File: config.mk
export PLATFORM = sky130hd
export DESIGN_NAME = mul_arbiter
export DESIGN_NICKNAME = d
export VERILOG_FILES = /design/src/rtl/mul_arbiter_pkg.sv /design/src/rtl/mul_pipe.sv /design/src/rtl/mul_arbiter.sv
export SDC_FILE = /design/constraint.sdc
export NUM_CORES = 1
export LEC_CHECK = 0
export ABC_AREA = 1
export CAP_MARGIN = 20
export CORE_MARGIN = 3
export CORE_UTILIZATION = 50
export DETAILED_ROUTE_END_ITERATION = 8
export PLACE_DENSITY = 0.7
export SKIP_CTS_REPAIR_TIMING = 1
export SLEW_MARGIN = 10
export SYNTH_ARGS = -nofsm -noshare
export SYNTH_HDL_FRONTEND = slang
export SYNTH_HIERARCHICAL = 1
export SYNTH_SLANG_ARGS = --single-unit
File: constraint.sdc
create_clock -name clk -period 7.4 [get_ports clk]
set_input_delay 1.48 -clock clk [delete_from_list [all_inputs] [get_ports clk]]
set_output_delay 1.48 -clock clk [all_outputs]
set_load 0.02 [all_outputs]
File: src/rtl/mul_arbiter_pkg.sv
`default_nettype none
// ============================================================================
// Module  : mul_arbiter_pkg
// Brief   : Shared sizing and operand-packing helpers for the multiplier
//           arbiter and for pipeline blocks that drive it.
// Revision: 1.0
// ============================================================================
package mul_arbiter_pkg;

    // Tag width never collapses to zero, even for a single client.
    function automatic int tag_width(input int n);
        return (n > 1) ? $clog2(n) : 1;
    endfunction

    // LSB position of client k's operand inside a flat packed bus.
    function automatic int slice_base(input int k, input int w);
        return k * w;
    endfunction

endpackage
`default_nettype wire

File: src/rtl/mul_pipe.sv
`default_nettype none
// ============================================================================
// Module  : mul_pipe
// Brief   : Registered signed multiplier with a matching valid/tag shift line:
//           operand register followed by LATENCY product stages.
// Revision: 1.0
// ============================================================================
module mul_pipe #(
    parameter int DATA_WIDTH = 16,
    parameter int TAG_WIDTH  = 1,
    parameter int LATENCY    = 2
) (
    input  logic                          clk,
    input  logic                          reset,
    input  logic                          in_valid,
    input  logic [TAG_WIDTH-1:0]          in_tag,
    input  logic signed [DATA_WIDTH-1:0]  in_a,
    input  logic signed [DATA_WIDTH-1:0]  in_b,
    output logic                          out_valid,
    output logic [TAG_WIDTH-1:0]          out_tag,
    output logic signed [2*DATA_WIDTH-1:0] out_p
);

    logic                          op_valid_q, op_valid_d;
    logic [TAG_WIDTH-1:0]          op_tag_q, op_tag_d;
    logic signed [DATA_WIDTH-1:0]  op_a_q, op_a_d;
    logic signed [DATA_WIDTH-1:0]  op_b_q, op_b_d;

    logic [LATENCY-1:0]            vld_q, vld_d;
    logic [TAG_WIDTH-1:0]          tag_q  [LATENCY];
    logic [TAG_WIDTH-1:0]          tag_d  [LATENCY];
    logic signed [2*DATA_WIDTH-1:0] prod_q [LATENCY];
    logic signed [2*DATA_WIDTH-1:0] prod_d [LATENCY];

    logic signed [2*DATA_WIDTH-1:0] a_ext, b_ext;

    // Sign-extend before multiplying so the full-precision product is kept.
    assign a_ext = {{DATA_WIDTH{op_a_q[DATA_WIDTH-1]}}, op_a_q};
    assign b_ext = {{DATA_WIDTH{op_b_q[DATA_WIDTH-1]}}, op_b_q};

    always_comb begin
        op_valid_d = in_valid;
        op_tag_d   = in_tag;
        op_a_d     = in_a;
        op_b_d     = in_b;
        vld_d      = '0;
        vld_d[0]   = op_valid_q;
        tag_d[0]   = op_tag_q;
        prod_d[0]  = a_ext * b_ext;
        for (int s = 1; s < LATENCY; s++) begin
            vld_d[s]  = vld_q[s-1];
            tag_d[s]  = tag_q[s-1];
            prod_d[s] = prod_q[s-1];
        end
    end

    always_ff @(posedge clk) begin
        if (!reset) begin
            op_valid_q <= 1'b0;
            vld_q      <= '0;
        end else begin
            op_valid_q <= op_valid_d;
            vld_q      <= vld_d;
        end
    end

    // Datapath registers carry no reset; only the valid line gates them.
    always_ff @(posedge clk) begin
        op_tag_q <= op_tag_d;
        op_a_q   <= op_a_d;
        op_b_q   <= op_b_d;
        for (int s = 0; s < LATENCY; s++) begin
            tag_q[s]  <= tag_d[s];
            prod_q[s] <= prod_d[s];
        end
    end

    assign out_valid = vld_q[LATENCY-1];
    assign out_tag   = tag_q[LATENCY-1];
    assign out_p     = prod_q[LATENCY-1];

endmodule
`default_nettype wire

File: src/rtl/mul_arbiter.sv
`default_nettype none
// ============================================================================
// Module  : mul_arbiter
// Brief   : Round-robin request/grant arbiter sharing one pipelined signed
//           multiplier; results return tagged to the issuing client.
// Revision: 1.0
// ============================================================================
module mul_arbiter
    import mul_arbiter_pkg::*;
#(
    parameter int N_CLIENTS   = 2,
    parameter int DATA_WIDTH  = 16,
    parameter int MUL_LATENCY = 2
) (
    input  logic                            clk,
    input  logic                            reset,
    input  logic [N_CLIENTS-1:0]            req,
    input  logic [N_CLIENTS*DATA_WIDTH-1:0] a_flat,
    input  logic [N_CLIENTS*DATA_WIDTH-1:0] b_flat,
    output logic [N_CLIENTS-1:0]            grant,
    output logic [2*DATA_WIDTH-1:0]         result,
    output logic [N_CLIENTS-1:0]            done,
    output logic                            busy
);

    localparam int c_tag_w = tag_width(N_CLIENTS);

    logic [c_tag_w-1:0]             ptr_q, ptr_d;
    logic [N_CLIENTS-1:0]           outstanding_q, outstanding_d;
    logic [N_CLIENTS-1:0]           grant_q, grant_d;
    logic [N_CLIENTS-1:0]           done_q, done_d;
    logic [2*DATA_WIDTH-1:0]        result_q, result_d;

    logic [N_CLIENTS-1:0]           eligible;
    logic                           found;
    logic [c_tag_w-1:0]             sel;
    int                             idx;
    logic signed [DATA_WIDTH-1:0]   sel_a, sel_b;

    logic                           pipe_valid;
    logic [c_tag_w-1:0]             pipe_tag;
    logic signed [2*DATA_WIDTH-1:0] pipe_p;

    // A client with a product in flight is masked, so a held req never double-issues.
    assign eligible = req & ~outstanding_q;

    always_comb begin
        found = 1'b0;
        sel   = '0;
        idx   = 0;
        for (int i = 0; i < N_CLIENTS; i++) begin
            idx = int'(ptr_q) + i;
            if (idx >= N_CLIENTS) begin
                idx = idx - N_CLIENTS;
            end
            if (!found && eligible[idx]) begin
                found = 1'b1;
                sel   = c_tag_w'(idx);
            end
        end
    end

    assign sel_a = a_flat[slice_base(int'(sel), DATA_WIDTH) +: DATA_WIDTH];
    assign sel_b = b_flat[slice_base(int'(sel), DATA_WIDTH) +: DATA_WIDTH];

    mul_pipe #(
        .DATA_WIDTH (DATA_WIDTH),
        .TAG_WIDTH  (c_tag_w),
        .LATENCY    (MUL_LATENCY)
    ) u_mul_pipe (
        .clk       (clk),
        .reset     (reset),
        .in_valid  (found),
        .in_tag    (sel),
        .in_a      (sel_a),
        .in_b      (sel_b),
        .out_valid (pipe_valid),
        .out_tag   (pipe_tag),
        .out_p     (pipe_p)
    );

    always_comb begin
        ptr_d         = ptr_q;
        outstanding_d = outstanding_q;
        grant_d       = '0;
        done_d        = '0;
        result_d      = result_q;
        if (pipe_valid) begin
            outstanding_d[pipe_tag] = 1'b0;
            done_d[pipe_tag]        = 1'b1;
            result_d                = pipe_p;
        end
        if (found) begin
            outstanding_d[sel] = 1'b1;
            grant_d[sel]       = 1'b1;
            if (int'(sel) == N_CLIENTS - 1) begin
                ptr_d = '0;
            end else begin
                ptr_d = sel + 1'b1;
            end
        end
    end

    always_ff @(posedge clk) begin
        if (!reset) begin
            ptr_q         <= '0;
            outstanding_q <= '0;
            grant_q       <= '0;
            done_q        <= '0;
            result_q      <= '0;
        end else begin
            ptr_q         <= ptr_d;
            outstanding_q <= outstanding_d;
            grant_q       <= grant_d;
            done_q        <= done_d;
            result_q      <= result_d;
        end
    end

    assign grant  = grant_q;
    assign done   = done_q;
    assign result = result_q;
    assign busy   = |outstanding_q;

endmodule
`default_nettype wire

==> metrics.txt <==
# TYPE chip_impl_metric gauge
chip_impl_metric{name="fin_cells",unit=""} 2320
chip_impl_info{name="slowest_stage",value="fa_1"} 1
chip_impl_metric{name="post-route-cell-area",unit="µm²"} 16600
chip_impl_metric{name="crit_arrival",unit="ns"} 6.29
chip_impl_metric{name="drt_drc",unit=""} 0
chip_impl_metric{name="first_iter_violations",unit=""} 678
chip_impl_info{name="grt_setup_unrepaired",value="no"} 1
chip_impl_metric{name="tritoncts.num_buffers",unit=""} 17
chip_impl_metric{name="fin_skew",unit="ns"} 0.0126
chip_impl_info{name="timing.critical_path.from_type",value="register"} 1
chip_impl_metric{name="routed_wl",unit="mm"} 34.5
chip_impl_metric{name="required_time_worst_endpoint",unit="ns"} 7.72
chip_impl_metric{name="clock_input_transition_at_the_sequential_cells_of_the_worst_setup_and_hold_paths",unit="ns"} 0.07
chip_impl_metric{name="tightestPinTransition",unit="ns"} 0.803
chip_impl_metric{name="groute.usage.overall",unit="%"} 23.6
chip_impl_metric{name="finalWeightedCongestion",unit=""} 0.908
chip_impl_metric{name="yosysUniqueCellTypes",unit=""} 36
chip_impl_metric{name="path_depth",unit=""} 20
chip_impl_metric{name="clock-sinks",unit=""} 141
chip_impl_metric{name="antenna_cells",unit=""} 0
chip_impl_metric{name="floorplan.die.height",unit="µm"} 178
chip_impl_info{name="type_of_the_tightest_min_delay_check",value="reg -> reg"} 1
chip_impl_metric{name="place.detailed.hpwl",unit="mm"} 27.5
chip_impl_metric{name="worst_skew_pair.late_latency",unit="ns"} 0.43
chip_impl_metric{name="vias",unit=""} 11300
chip_impl_metric{name="holdPathStages",unit=""} 0
chip_impl_metric{name="length_in_cells_of_the_worst_reg_to_reg_path",unit=""} 20
chip_impl_metric{name="yosys_register_bits",unit=""} 141
chip_impl_info{name="holdCritStartpoint",value="u_mul_pipe/prod_q[0][12]"} 1
chip_impl_metric{name="final_nets",unit=""} 2335
chip_impl_info{name="most_common_cell_after_layout_fill_and_taps_aside",value="nand2_1"} 1
chip_impl_info{name="critical_path_cell_sequence",value="nand2_1 -> inv_1 -> fa_1 -> fa_1 -> fa_1 -> fa_1 -> fa_1 -> inv_1 -> fa_1 -> inv_1 -> ha_1 -> nand2_1 -> inv_2 -> nand2_2 -> nor2_1 -> nand4_1 -> nand3b_1 -> nand2_1 -> inv_1 -> nor2_1"} 1
chip_impl_metric{name="synthesis.area_per_instance",unit="µm²"} 7.90
chip_impl_metric{name="synth_enable_flop_cells",unit=""} 0
chip_impl_metric{name="first_pass_grt_wire_length",unit="mm"} 59.1
chip_impl_metric{name="postSynthCellCount",unit=""} 1872
chip_impl_metric{name="drive_gt1_share",unit="%"} 4.29
chip_impl_metric{name="clk_path_buf_depth",unit=""} 2
chip_impl_info{name="ys.flop_type",value="dfxtp_1"} 1
chip_impl_metric{name="row_count",unit=""} 62
chip_impl_metric{name="synth-seq-area-share",unit="%"} 19.1
chip_impl_info{name="critical_path_class",value="reg -> reg"} 1
chip_impl_metric{name="wl_per_cell",unit="µm"} 14.9
chip_impl_metric{name="numPortBuffers",unit=""} 104
chip_impl_info{name="cts_tree",value="done"} 1
chip_impl_metric{name="synth_area",unit="µm²"} 14800
chip_impl_info{name="regToRegStartpoint",value="u_mul_pipe/op_b_q[2]"} 1
chip_impl_metric{name="io_pins",unit=""} 105
chip_impl_metric{name="antenna_violations_before_repair",unit=""} 0
chip_impl_metric{name="dr.pass1.iters",unit=""} 5
chip_impl_metric{name="grt.overflow.total",unit=""} 0
chip_impl_metric{name="synthesis.yosys.warnings",unit=""} 6
chip_impl_metric{name="cap_violations",unit=""} 0
chip_impl_metric{name="max-slew-margin-rel",unit="%"} 46.4
chip_impl_metric{name="grt.met2_usage",unit="%"} 42.3
chip_impl_metric{name="total_count_of_hold_check_failures_in_the_final_report",unit=""} 0
chip_impl_info{name="critPathCaptureType",value="register"} 1
chip_impl_metric{name="cp_num_buf_inv",unit=""} 5
chip_impl_metric{name="design.die.area",unit="µm²"} 31700
chip_impl_metric{name="fin_hold_ws",unit="ns"} 0.328
chip_impl_metric{name="cts-htree-levels",unit=""} 4
chip_impl_metric{name="number_of_nets_in_the_synthesized_netlist",unit=""} 2284
chip_impl_metric{name="grt_pass1_vias",unit=""} 12300
chip_impl_info{name="run_status",value="finished, final reports clean"} 1
chip_impl_info{name="cpMostUsedCell",value="fa_1"} 1
chip_impl_info{name="worst_hold_path.endpoint",value="u_mul_pipe/prod_q[0][44]"} 1
chip_impl_metric{name="route.detailed.vias_per_inst",unit=""} 4.88
chip_impl_info{name="clock_tree.root_cell",value="clkbuf_16"} 1
chip_impl_metric{name="share_of_the_clock_period_used_by_the_worst_path",unit="%"} 80.6
chip_impl_metric{name="global_route.usage.met3",unit="%"} 3.04
chip_impl_info{name="most-common-layout-cells",value="nand2_1 (522), inv_1 (489), fa_1 (262), dfxtp_1 (141), nor2_1 (112)"} 1
chip_impl_metric{name="timing.final.setup_violations",unit=""} 0
chip_impl_metric{name="detailed_place.area",unit="µm²"} 16000
chip_impl_metric{name="critical_path.max_stage_delay",unit="ns"} 0.84
chip_impl_metric{name="place.detailed.instances",unit=""} 2287
chip_impl_metric{name="grt_start_max_net_pins",unit=""} 40
chip_impl_metric{name="floorplan.initialDensity",unit="%"} 51.1
chip_impl_info{name="cpLargestDelayFamily",value="adder cells"} 1
chip_impl_info{name="timing.rr.end",value="u_mul_pipe/prod_q[0][23]"} 1
chip_impl_metric{name="postSynth.asyncResetShare",unit="%"} 0
chip_impl_metric{name="die_width",unit="µm"} 178
chip_impl_metric{name="max_freq",unit="GHz"} 0.168
chip_impl_metric{name="areaGrowthSynthToFinish",unit="%"} 12.3
chip_impl_info{name="grt.busiest_layer",value="met2"} 1
chip_impl_metric{name="finalMaxSlewViolations",unit=""} 0
chip_impl_metric{name="finalWorstPathRequiredPeriod",unit="ns"} 5.96
chip_impl_metric{name="setup_total_negative_slack",unit="ns"} 0
chip_impl_metric{name="worstPathMaxFanout",unit=""} 16
chip_impl_metric{name="design.core.area",unit="µm²"} 28900
chip_impl_metric{name="ant_nets",unit=""} 0
chip_impl_metric{name="timing.reg2reg.setup_slack",unit="ns"} 1.44
chip_impl_metric{name="grtUsageMet1",unit="%"} 29.1
worst reg2reg max path: stages, from the launching register on:
cell,delay (ns)
dfxtp_1,0.79
nand2_1,0.20
inv_1,0.12
fa_1,0.56
fa_1,0.84
fa_1,0.51
fa_1,0.51
fa_1,0.49
inv_1,0.05
fa_1,0.47
inv_1,0.04
ha_1,0.36
nand2_1,0.13
inv_2,0.09
nand2_2,0.09
nor2_1,0.18
nand4_1,0.13
nand3b_1,0.15
nand2_1,0.06
inv_1,0.05
nor2_1,0.04
flip-flops by register name (all words and copies together), names as in the netlist:
signal	count
u_mul_pipe/tag_q	2
outstanding_q	2
u_mul_pipe/op_tag_q	1
u_mul_pipe/op_a_q	16
result	32
grant	2
u_mul_pipe/vld_q	2
done	2
u_mul_pipe/op_b_q	16
u_mul_pipe/op_valid_q	1
u_mul_pipe/prod_q	64
ptr_q	1
layout make-up:
cell class	count	area, µm²
inverters	498	1870
repair buffers	107	1070
clock buffers	17	425
multi-input cells	1158	9750
flip-flops and latches	141	2820
fillers	2615	12300
well taps	384	480
clock inverters	15	186
cells by family (layout without fill, tap and decap cells):
kind of cell | Yosys count | in the layout | share of synthesized area [%]
AOI/OAI and AO/OA | 73 | 73 | 2.72
adders and majority gates | 344 | 344 | 42.4
xor gates and xnor gates | 14 | 14 | 0.829
DFF | 141 | 141 | 19.1
and+or+nand+nor | 727 | 727 | 19.9
buffers and inverters | 573 | 637 | 15.0
cell usage after synthesis (2+ instances only):
| cell type | instances | area share [%] |
|---|---|---|
| nand2_1 | 522 | 13 |
| inv_1 | 489 | 12 |
| fa_1 | 262 | 35 |
| dfxtp_1 | 141 | 19 |
| nor2_1 | 112 | 2.8 |
| ha_1 | 82 | 6.9 |
| clkbuf_1 | 61 | 1.5 |
| o21ai_0 | 35 | 1.2 |
| nand3_1 | 33 | 1.1 |
| a21oi_1 | 22 | 0.74 |
| nand2_2 | 16 | 0.68 |
| nand4_1 | 13 | 0.55 |
| xor2_1 | 12 | 0.71 |
| inv_2 | 8 | 0.20 |
| nor2_2 | 8 | 0.34 |
| nor3_1 | 8 | 0.27 |
| o21bai_1 | 6 | 0.30 |
| buf_6 | 4 | 0.30 |
| nand3_2 | 4 | 0.27 |
| or2_2 | 4 | 0.17 |
| a21oi_2 | 3 | 0.18 |
| buf_2 | 3 | 0.10 |
| buf_4 | 3 | 0.15 |
| clkbuf_2 | 3 | 0.10 |
| nand3b_1 | 3 | 0.15 |
| o21ai_1 | 3 | 0.10 |
| o21a_1 | 2 | 0.10 |
| xnor2_1 | 2 | 0.12 |
per-stage QoR:
step                util (%)  worst slack [ns]
finish                  57.4              1.44
global route            57.4             0.980
CTS                     57.3              1.42
detailed placement      55.2              1.45
global placement        55.2              1.43
floorplan                  -              2.06
how the worst max path moves through the flow:
stage	from	to	slack [ns]
finish	u_mul_pipe/op_b_q[2]	u_mul_pipe/prod_q[0][23]	1.44
global route	u_mul_pipe/op_b_q[2]	u_mul_pipe/prod_q[0][31]	0.98
CTS	u_mul_pipe/op_b_q[2]	u_mul_pipe/prod_q[0][23]	1.42
detailed placement	u_mul_pipe/op_b_q[1]	u_mul_pipe/prod_q[0][23]	1.45
global placement	u_mul_pipe/op_b_q[1]	u_mul_pipe/prod_q[0][23]	1.43
floorplan	u_mul_pipe/op_b_q[5]	u_mul_pipe/prod_q[0][31]	2.06
routing by layer:
| layer | up-vias | wire length (µm) |
|---|---|---|
| met1 | 5507 | 14400 |
| met5 | - | 0 |
| met2 | 305 | 17500 |
| li1 | 5427 | - |
| met4 | 0 | 1220 |
| met3 | 92 | 1480 |
Power is left out: the tool's default activity adds up to more than one toggle a clock period on the data nets, which glitch-free logic cannot reach.
